`src/rtl/pipe_ctrl_pkg.sv`:
```
// Shared types and encodings for the pipeline hazard controller.
package pipe_ctrl_pkg;

  // Controller FSM states
  typedef enum logic [1:0] {
    ST_RUN     = 2'b00,
    ST_DM_WAIT = 2'b01,
    ST_ERR     = 2'b10
  } state_e;

  // EX operand source select
  typedef enum logic [1:0] {
    FWD_RF    = 2'b00,
    FWD_EXMEM = 2'b01,
    FWD_MEMWB = 2'b10
  } fwd_sel_e;

  // Write-back source of an instruction: ALU result or memory load data
  localparam logic LW_ALU_SRC = 1'b0;
  localparam logic LW_MEM_SRC = 1'b1;

  // Value on memwb_bubble that turns the MEM/WB entry into a non-writing bubble
  localparam logic WRITE_DISABLE = 1'b1;

endpackage

```
`src/rtl/pipe_fwd_unit.sv`:
```
// Forwarding compare for one EX operand: picks EX/MEM, MEM/WB or regfile.
module pipe_fwd_unit
  import pipe_ctrl_pkg::*;
#(
  parameter int REG_AW = 5
) (
  input  logic [REG_AW-1:0] ex_src_addr_i,
  input  logic              mem_reg_write_i,
  input  logic              mem_lwsrc_i,
  input  logic [REG_AW-1:0] mem_write_addr_i,
  input  logic              wb_reg_write_i,
  input  logic [REG_AW-1:0] wb_write_addr_i,
  output logic [1:0]        fwd_sel_o
);

  logic src_nonzero_s;
  assign src_nonzero_s = (ex_src_addr_i != {REG_AW{1'b0}});

  // Youngest producer wins; a load in MEM has no result yet, so it never forwards from EX/MEM
  always_comb begin
    fwd_sel_o = FWD_RF;
    if (src_nonzero_s && mem_reg_write_i && (mem_lwsrc_i == LW_ALU_SRC) &&
        (mem_write_addr_i == ex_src_addr_i)) begin
      fwd_sel_o = FWD_EXMEM;
    end else if (src_nonzero_s && wb_reg_write_i && (wb_write_addr_i == ex_src_addr_i)) begin
      fwd_sel_o = FWD_MEMWB;
    end else begin
      fwd_sel_o = FWD_RF;
    end
  end

endmodule

```
`src/rtl/pipe_hazard_ctrl.sv`:
```
// Stall/flush/forwarding controller for the 5-stage pipeline with a
// data-memory wait timeout that latches into a sticky error state.
module pipe_hazard_ctrl
  import pipe_ctrl_pkg::*;
#(
  parameter int REG_AW     = 5,
  parameter int DM_TIMEOUT = 15,
  parameter int CNT_W      = 32
) (
  input  logic              clk,
  input  logic              rst,
  input  logic [REG_AW-1:0] id_rs_addr_i,
  input  logic              id_rs_used_i,
  input  logic [REG_AW-1:0] id_rt_addr_i,
  input  logic              id_rt_used_i,
  input  logic [REG_AW-1:0] ex_rs_addr_i,
  input  logic [REG_AW-1:0] ex_rt_addr_i,
  input  logic              ex_reg_write_i,
  input  logic              ex_lwsrc_i,
  input  logic [REG_AW-1:0] ex_write_addr_i,
  input  logic              mem_reg_write_i,
  input  logic              mem_lwsrc_i,
  input  logic [REG_AW-1:0] mem_write_addr_i,
  input  logic              mem_access_i,
  input  logic              dm_ready_i,
  input  logic              branch_taken_i,
  input  logic              wb_reg_write_i,
  input  logic [REG_AW-1:0] wb_write_addr_i,
  output logic              pc_en_o,
  output logic              ifid_en_o,
  output logic              idex_en_o,
  output logic              exmem_en_o,
  output logic              memwb_en_o,
  output logic              ifid_flush_o,
  output logic              idex_flush_o,
  output logic              memwb_bubble_o,
  output logic [1:0]        fwd_a_sel_o,
  output logic [1:0]        fwd_b_sel_o,
  output logic              dm_timeout_o,
  output logic [CNT_W-1:0]  stall_cnt_o
);

  localparam int WCNT_W = $clog2(DM_TIMEOUT + 1);
  localparam logic [WCNT_W-1:0] WAIT_LAST = WCNT_W'(DM_TIMEOUT - 1);

  state_e            state_q;
  logic [WCNT_W-1:0] wait_cnt_q;
  logic              dm_timeout_q;
  logic [CNT_W-1:0]  stall_cnt_q;
  logic [CNT_W-1:0]  stall_cnt_d;

  logic       dm_stall_s;
  logic       load_use_s;
  logic [1:0] fwd_a_raw_s;
  logic [1:0] fwd_b_raw_s;

  assign dm_stall_s = mem_access_i && !dm_ready_i;

  assign load_use_s = (ex_lwsrc_i == LW_MEM_SRC) && ex_reg_write_i &&
                      (ex_write_addr_i != {REG_AW{1'b0}}) &&
                      ((id_rs_used_i && (id_rs_addr_i == ex_write_addr_i)) ||
                       (id_rt_used_i && (id_rt_addr_i == ex_write_addr_i)));

  pipe_fwd_unit #(.REG_AW(REG_AW)) u_fwd_a (
    .ex_src_addr_i    (ex_rs_addr_i),
    .mem_reg_write_i  (mem_reg_write_i),
    .mem_lwsrc_i      (mem_lwsrc_i),
    .mem_write_addr_i (mem_write_addr_i),
    .wb_reg_write_i   (wb_reg_write_i),
    .wb_write_addr_i  (wb_write_addr_i),
    .fwd_sel_o        (fwd_a_raw_s)
  );

  pipe_fwd_unit #(.REG_AW(REG_AW)) u_fwd_b (
    .ex_src_addr_i    (ex_rt_addr_i),
    .mem_reg_write_i  (mem_reg_write_i),
    .mem_lwsrc_i      (mem_lwsrc_i),
    .mem_write_addr_i (mem_write_addr_i),
    .wb_reg_write_i   (wb_reg_write_i),
    .wb_write_addr_i  (wb_write_addr_i),
    .fwd_sel_o        (fwd_b_raw_s)
  );

  // Hazard priority: reset > error > memory stall > branch flush > load-use bubble
  always_comb begin
    pc_en_o        = 1'b1;
    ifid_en_o      = 1'b1;
    idex_en_o      = 1'b1;
    exmem_en_o     = 1'b1;
    memwb_en_o     = 1'b1;
    ifid_flush_o   = 1'b0;
    idex_flush_o   = 1'b0;
    memwb_bubble_o = 1'b0;
    fwd_a_sel_o    = fwd_a_raw_s;
    fwd_b_sel_o    = fwd_b_raw_s;
    if (rst) begin
      pc_en_o     = 1'b0;
      ifid_en_o   = 1'b0;
      idex_en_o   = 1'b0;
      exmem_en_o  = 1'b0;
      memwb_en_o  = 1'b0;
      fwd_a_sel_o = FWD_RF;
      fwd_b_sel_o = FWD_RF;
    end else if (state_q == ST_ERR) begin
      pc_en_o    = 1'b0;
      ifid_en_o  = 1'b0;
      idex_en_o  = 1'b0;
      exmem_en_o = 1'b0;
      memwb_en_o = 1'b0;
    end else if (dm_stall_s) begin
      // Front of the pipe freezes (EX re-presents any branch later); MEM/WB drains a bubble
      pc_en_o        = 1'b0;
      ifid_en_o      = 1'b0;
      idex_en_o      = 1'b0;
      exmem_en_o     = 1'b0;
      memwb_bubble_o = WRITE_DISABLE;
    end else if (branch_taken_i) begin
      ifid_flush_o = 1'b1;
      idex_flush_o = 1'b1;
    end else if (load_use_s) begin
      pc_en_o      = 1'b0;
      ifid_en_o    = 1'b0;
      idex_flush_o = 1'b1;
    end else begin
      pc_en_o = 1'b1;
    end
  end

  // Controller FSM: tracks memory wait length and latches the timeout error
  always_ff @(posedge clk or posedge rst) begin
    if (rst) begin
      state_q      <= ST_RUN;
      wait_cnt_q   <= {WCNT_W{1'b0}};
      dm_timeout_q <= 1'b0;
    end else begin
      case (state_q)
        ST_RUN: begin
          if (dm_stall_s) begin
            state_q    <= ST_DM_WAIT;
            wait_cnt_q <= WCNT_W'(1);
          end else begin
            wait_cnt_q <= {WCNT_W{1'b0}};
          end
        end
        ST_DM_WAIT: begin
          if (dm_stall_s) begin
            if (wait_cnt_q == WAIT_LAST) begin
              state_q      <= ST_ERR;
              dm_timeout_q <= 1'b1;
            end else begin
              wait_cnt_q <= wait_cnt_q + WCNT_W'(1);
            end
          end else begin
            state_q    <= ST_RUN;
            wait_cnt_q <= {WCNT_W{1'b0}};
          end
        end
        ST_ERR: begin
          dm_timeout_q <= 1'b1;
        end
        default: begin
          state_q      <= ST_ERR;
          dm_timeout_q <= 1'b1;
        end
      endcase
    end
  end

  // Saturating count of cycles in which the PC is held
  always_comb begin
    stall_cnt_d = stall_cnt_q;
    if (!pc_en_o && (stall_cnt_q != {CNT_W{1'b1}})) begin
      stall_cnt_d = stall_cnt_q + CNT_W'(1);
    end else begin
      stall_cnt_d = stall_cnt_q;
    end
  end

  // Stall counter register
  always_ff @(posedge clk or posedge rst) begin
    if (rst) begin
      stall_cnt_q <= {CNT_W{1'b0}};
    end else begin
      stall_cnt_q <= stall_cnt_d;
    end
  end

  assign dm_timeout_o = dm_timeout_q;
  assign stall_cnt_o  = stall_cnt_q;

endmodule
```
`config.mk`:
```
export PLATFORM = sky130hd
export DESIGN_NAME = pipe_hazard_ctrl
export DESIGN_NICKNAME = d
export VERILOG_FILES = /design/src/rtl/pipe_ctrl_pkg.sv /design/src/rtl/pipe_fwd_unit.sv /design/src/rtl/pipe_hazard_ctrl.sv
export SDC_FILE = /design/constraint.sdc
export NUM_CORES = 1
export LEC_CHECK = 0
export CELL_PAD_IN_SITES_DETAIL_PLACEMENT = 1
export CELL_PAD_IN_SITES_GLOBAL_PLACEMENT = 2
export CORE_ASPECT_RATIO = 0.5
export CORE_MARGIN = 5
export CORE_UTILIZATION = 26
export DETAILED_ROUTE_END_ITERATION = 7
export GPL_ROUTABILITY_DRIVEN = 0
export PLACE_DENSITY_LB_ADDON = 0.1
export SLEW_MARGIN = 20
export SYNTH_ARGS = -nofsm -noshare
export SYNTH_HDL_FRONTEND = slang
export SYNTH_SLANG_ARGS = --single-unit
```
`constraint.sdc`:
```
create_clock -name clk -period 2.3 [get_ports clk]
set_input_delay 0.46 -clock clk [delete_from_list [all_inputs] [get_ports clk]]
set_output_delay 0.46 -clock clk [all_outputs]
set_load 0.01 [all_outputs]
```
==> results.yml, run 1 <==
layout:
  final_nets: 420
  layout-drive-gt1-share_pct: 25.9
  area_growth_pct: 67.9
  final_cell_mix: "50 x clkdlybuf4s50_1, 39 x dfrtp_1, 36 x xnor2_1, 34 x buf_4, 24 x nand2_1"
  finalInstanceArea_mm2: 0.00393
  final_cell_count_no_fill: 488
  layout_commonest_cell: "clkdlybuf4s50_1"
  n_antenna_cell: 0
drt:
  drtIter0Drc: 46
  met1_length_um: 3620
  dr_wl_met2_um: 3460
  route.met3.wl_um: 863
  drt-total-wl_um: 8000
  wl_per_cell_um: 16.4
  first_pass_iters: 4
  num_vias: 2253
  via_per_inst: 4.62
  route.top_layer_used: "met4"
  drc_errors: 0
  ant_nets: 0
setup_path:
  worstSetupPathType: "primary input to primary output"
  cp_max_fo: 3
  critPathMaxStageDelay_ns: 0.50
  critical-path-top-delay-family: "simple AND/OR/NAND/NOR gates"
  startpoint_type: "primary input"
  worstPathCellList: "dlygate4sd2_1 > or4_4 > nor2_4 > buf_4 > nor2_1 > and4_1 > buf_2"
  critPathArrivalTime_ns: 1.79
  worst_r2r_path_depth: 7
  cp.required_ns: 1.84
  slowest_stage: "or4_4"
  crit_cells: 7
  end_kind: "primary output"
  worst-path-buf-inv: 3
placement:
  dp_hpwl_um: 6240
  io_buffer_count: 91
  pre_cts_ws_ns: -0.650
  postPlaceCellArea_mm2: 0.00363
  dp.cells: 478
die:
  die_w_um: 144
  io_pins: 92
  dieArea_mm2: 0.0111
  start_util_pct: 26.8
  core_mm2: 0.00874
  die_h_um: 77.1
  fp-row-count: 24
synth:
  synth-seq-cells: 39
  synth_cell_type_count: 38
  synth_top_area_share_pct: 41.7
  syn-cell-area_mm2: 0.00234
  ys_warn_count: 0
  ys_seq_area_share_pct: 41.7
  yosys-top-cells-area: "dfrtp_1 42%, xnor2_1 15%, xor2_1 7.5%"
  synth.avg_cell_area_um2: 9.83
  synthCells: 238
  syn-num-nets: 288
  yosys.area.top_type: "dfrtp_1"
sta:
  period_share_pct: 97.8
  slew_headroom_pct: 61.7
  timing.final.ws_setup_ns: 0.0508
  max_freq_mhz: 445
  whs_ns: 0.470
  tightest_slew_ns: 0.573
  fin_skew_ns: 0.00692
  drv_slew: 0
  setup_viol: 0
  rsz0062_at_grt: "yes"
  fin_crit_ns: 2.25
  hold_violations: 0
global_route:
  grt_antenna_before_repair: 0
  grt_util_all_layers_pct: 15.0
  gr-total-overflow: 0
  grt_pass1_wl_um: 13200
  grt_max_degree: 40
  grt_pass1_vias: 2559
power_and_ir_drop:
  total_power_uw: 2150
  leakage_uw: 0.00184
  ir_drop_uv: 379
  power_density_mw_per_mm2: 546
clocking:
  clk_pin_slew_ns: 0.06
  cts.sinks: 39
  root_buffer: "clkbuf_16"
  ctsHoldBuffers: 0
  cts_inserted_buffers: 5
  h-tree-depth: 2
  clk_latency_ns: 0.28
  cts_setup_buffers: 0
  cts.path.max_buffers: 2
  cts_tree: "done"
status:
  status: "completed"
worst_hold_path:
  hold_path_depth: 1
  hp-class: "flip-flop to flip-flop"
run:
  max_cap_violations: 0
[cells by family after synthesis]
logic type / synth area share [%]
and+or+nand+nor: 25.5
xor gates and xnor gates: 22.8
DFF: 41.7
AOI/OAI and AO/OA: 5.30
buffers and inverters: 3.05
adders and majority gates: 1.60
[layer usage]
metal	track usage [%]	vias up
met5	0	-
met4	2.79	0
met3	7.33	6
met2	22.9	72
met1	19.3	1088
li1	-	1087
[report_power, final]
| part | switching (uW) | leakage, uW | total [uW] | internal, uW |
|---|---|---|---|---|
| registers | 71.0 | 0.000514 | 821 | 750 |
| clock network | 277 | 0.0000733 | 672 | 396 |
| logic | 302 | 0.00125 | 652 | 350 |
[cell usage after synthesis (all sizes together)]
cell type	count
nor2b	2
a31oi	1
o21ba	1
ha	3
nand2b	2
xnor2	41
dfrtp	39
and2	2
and3	6
o211ai	1
nor3b	1
nand4	15
clkbuf	1
or2	1
a22o	1
o31ai	1
o22ai	1
nand2	25
o21ai	4
xor2	20
nor4	8
a21oi	3
nor3	8
or4	5
nand3	11
buf	4
inv	8
nor2	17
o21bai	2
and4	4
[state kept, by name, indices dropped and copies added, names as in the netlist]
| name | count |
|---|---|
| stall_cnt_o | 32 |
| dm_timeout_o | 1 |
| state_q | 2 |
| wait_cnt_q | 4 |
[path summary, 6_finish.rpt]
check	from	to	slack [ns]
setup reg to reg	stall_cnt_o[24]$_DFFE_PP0P_	stall_cnt_o[23]$_DFFE_PP0P_	0.15
hold / removal	dm_timeout_o$_DFFE_PP0P_	dm_timeout_o$_DFFE_PP0P_	0.47
min in group asynchronous	rst	state_q[1]$_DFFE_PP0P_	0.81
hold reg to reg	dm_timeout_o$_DFFE_PP0P_	dm_timeout_o$_DFFE_PP0P_	0.47
setup / recovery	ex_rt_addr_i[2]	fwd_b_sel_o[1]	0.05
max in group asynchronous	rst	stall_cnt_o[18]$_DFFE_PP0P_	1.13
[area by class of cell]
type / instances / area, um^2
Timing Repair Buffer: 128 / 1150
Tap cell: 117 / 146
Clock inverter: 3 / 15.0
Multi-Input combinational cell: 188 / 1490
Inverter: 8 / 30.0
Fill cell: 996 / 4810
Sequential cell: 39 / 976
Clock buffer: 5 / 125
[stage by stage]
stage          setup TNS [ns]  util, %
3_3_place_gp           -15.89     41.6
6_report                    0     44.9
2_1_floorplan               0        -
5_1_grt               -0.0132     44.9
3_5_place_dp           -18.77     41.6
4_1_cts                     0     44.4
[timing repair]
action / CTS / global route
cloned: 2 / 0
hold endpoints to repair: 0 / 0
pin swaps: 13 / 18
gates resized for setup: 84 / 32
setup endpoints to repair: 38 / 24
(Power assumes the default switching activity.)
==> run 2, diff against run 1 <==
GPL_ROUTABILITY_DRIVEN = default   (was 0)
==> results of run 2 <==
Final layout, timing and power as in run 1 (identical DEF).
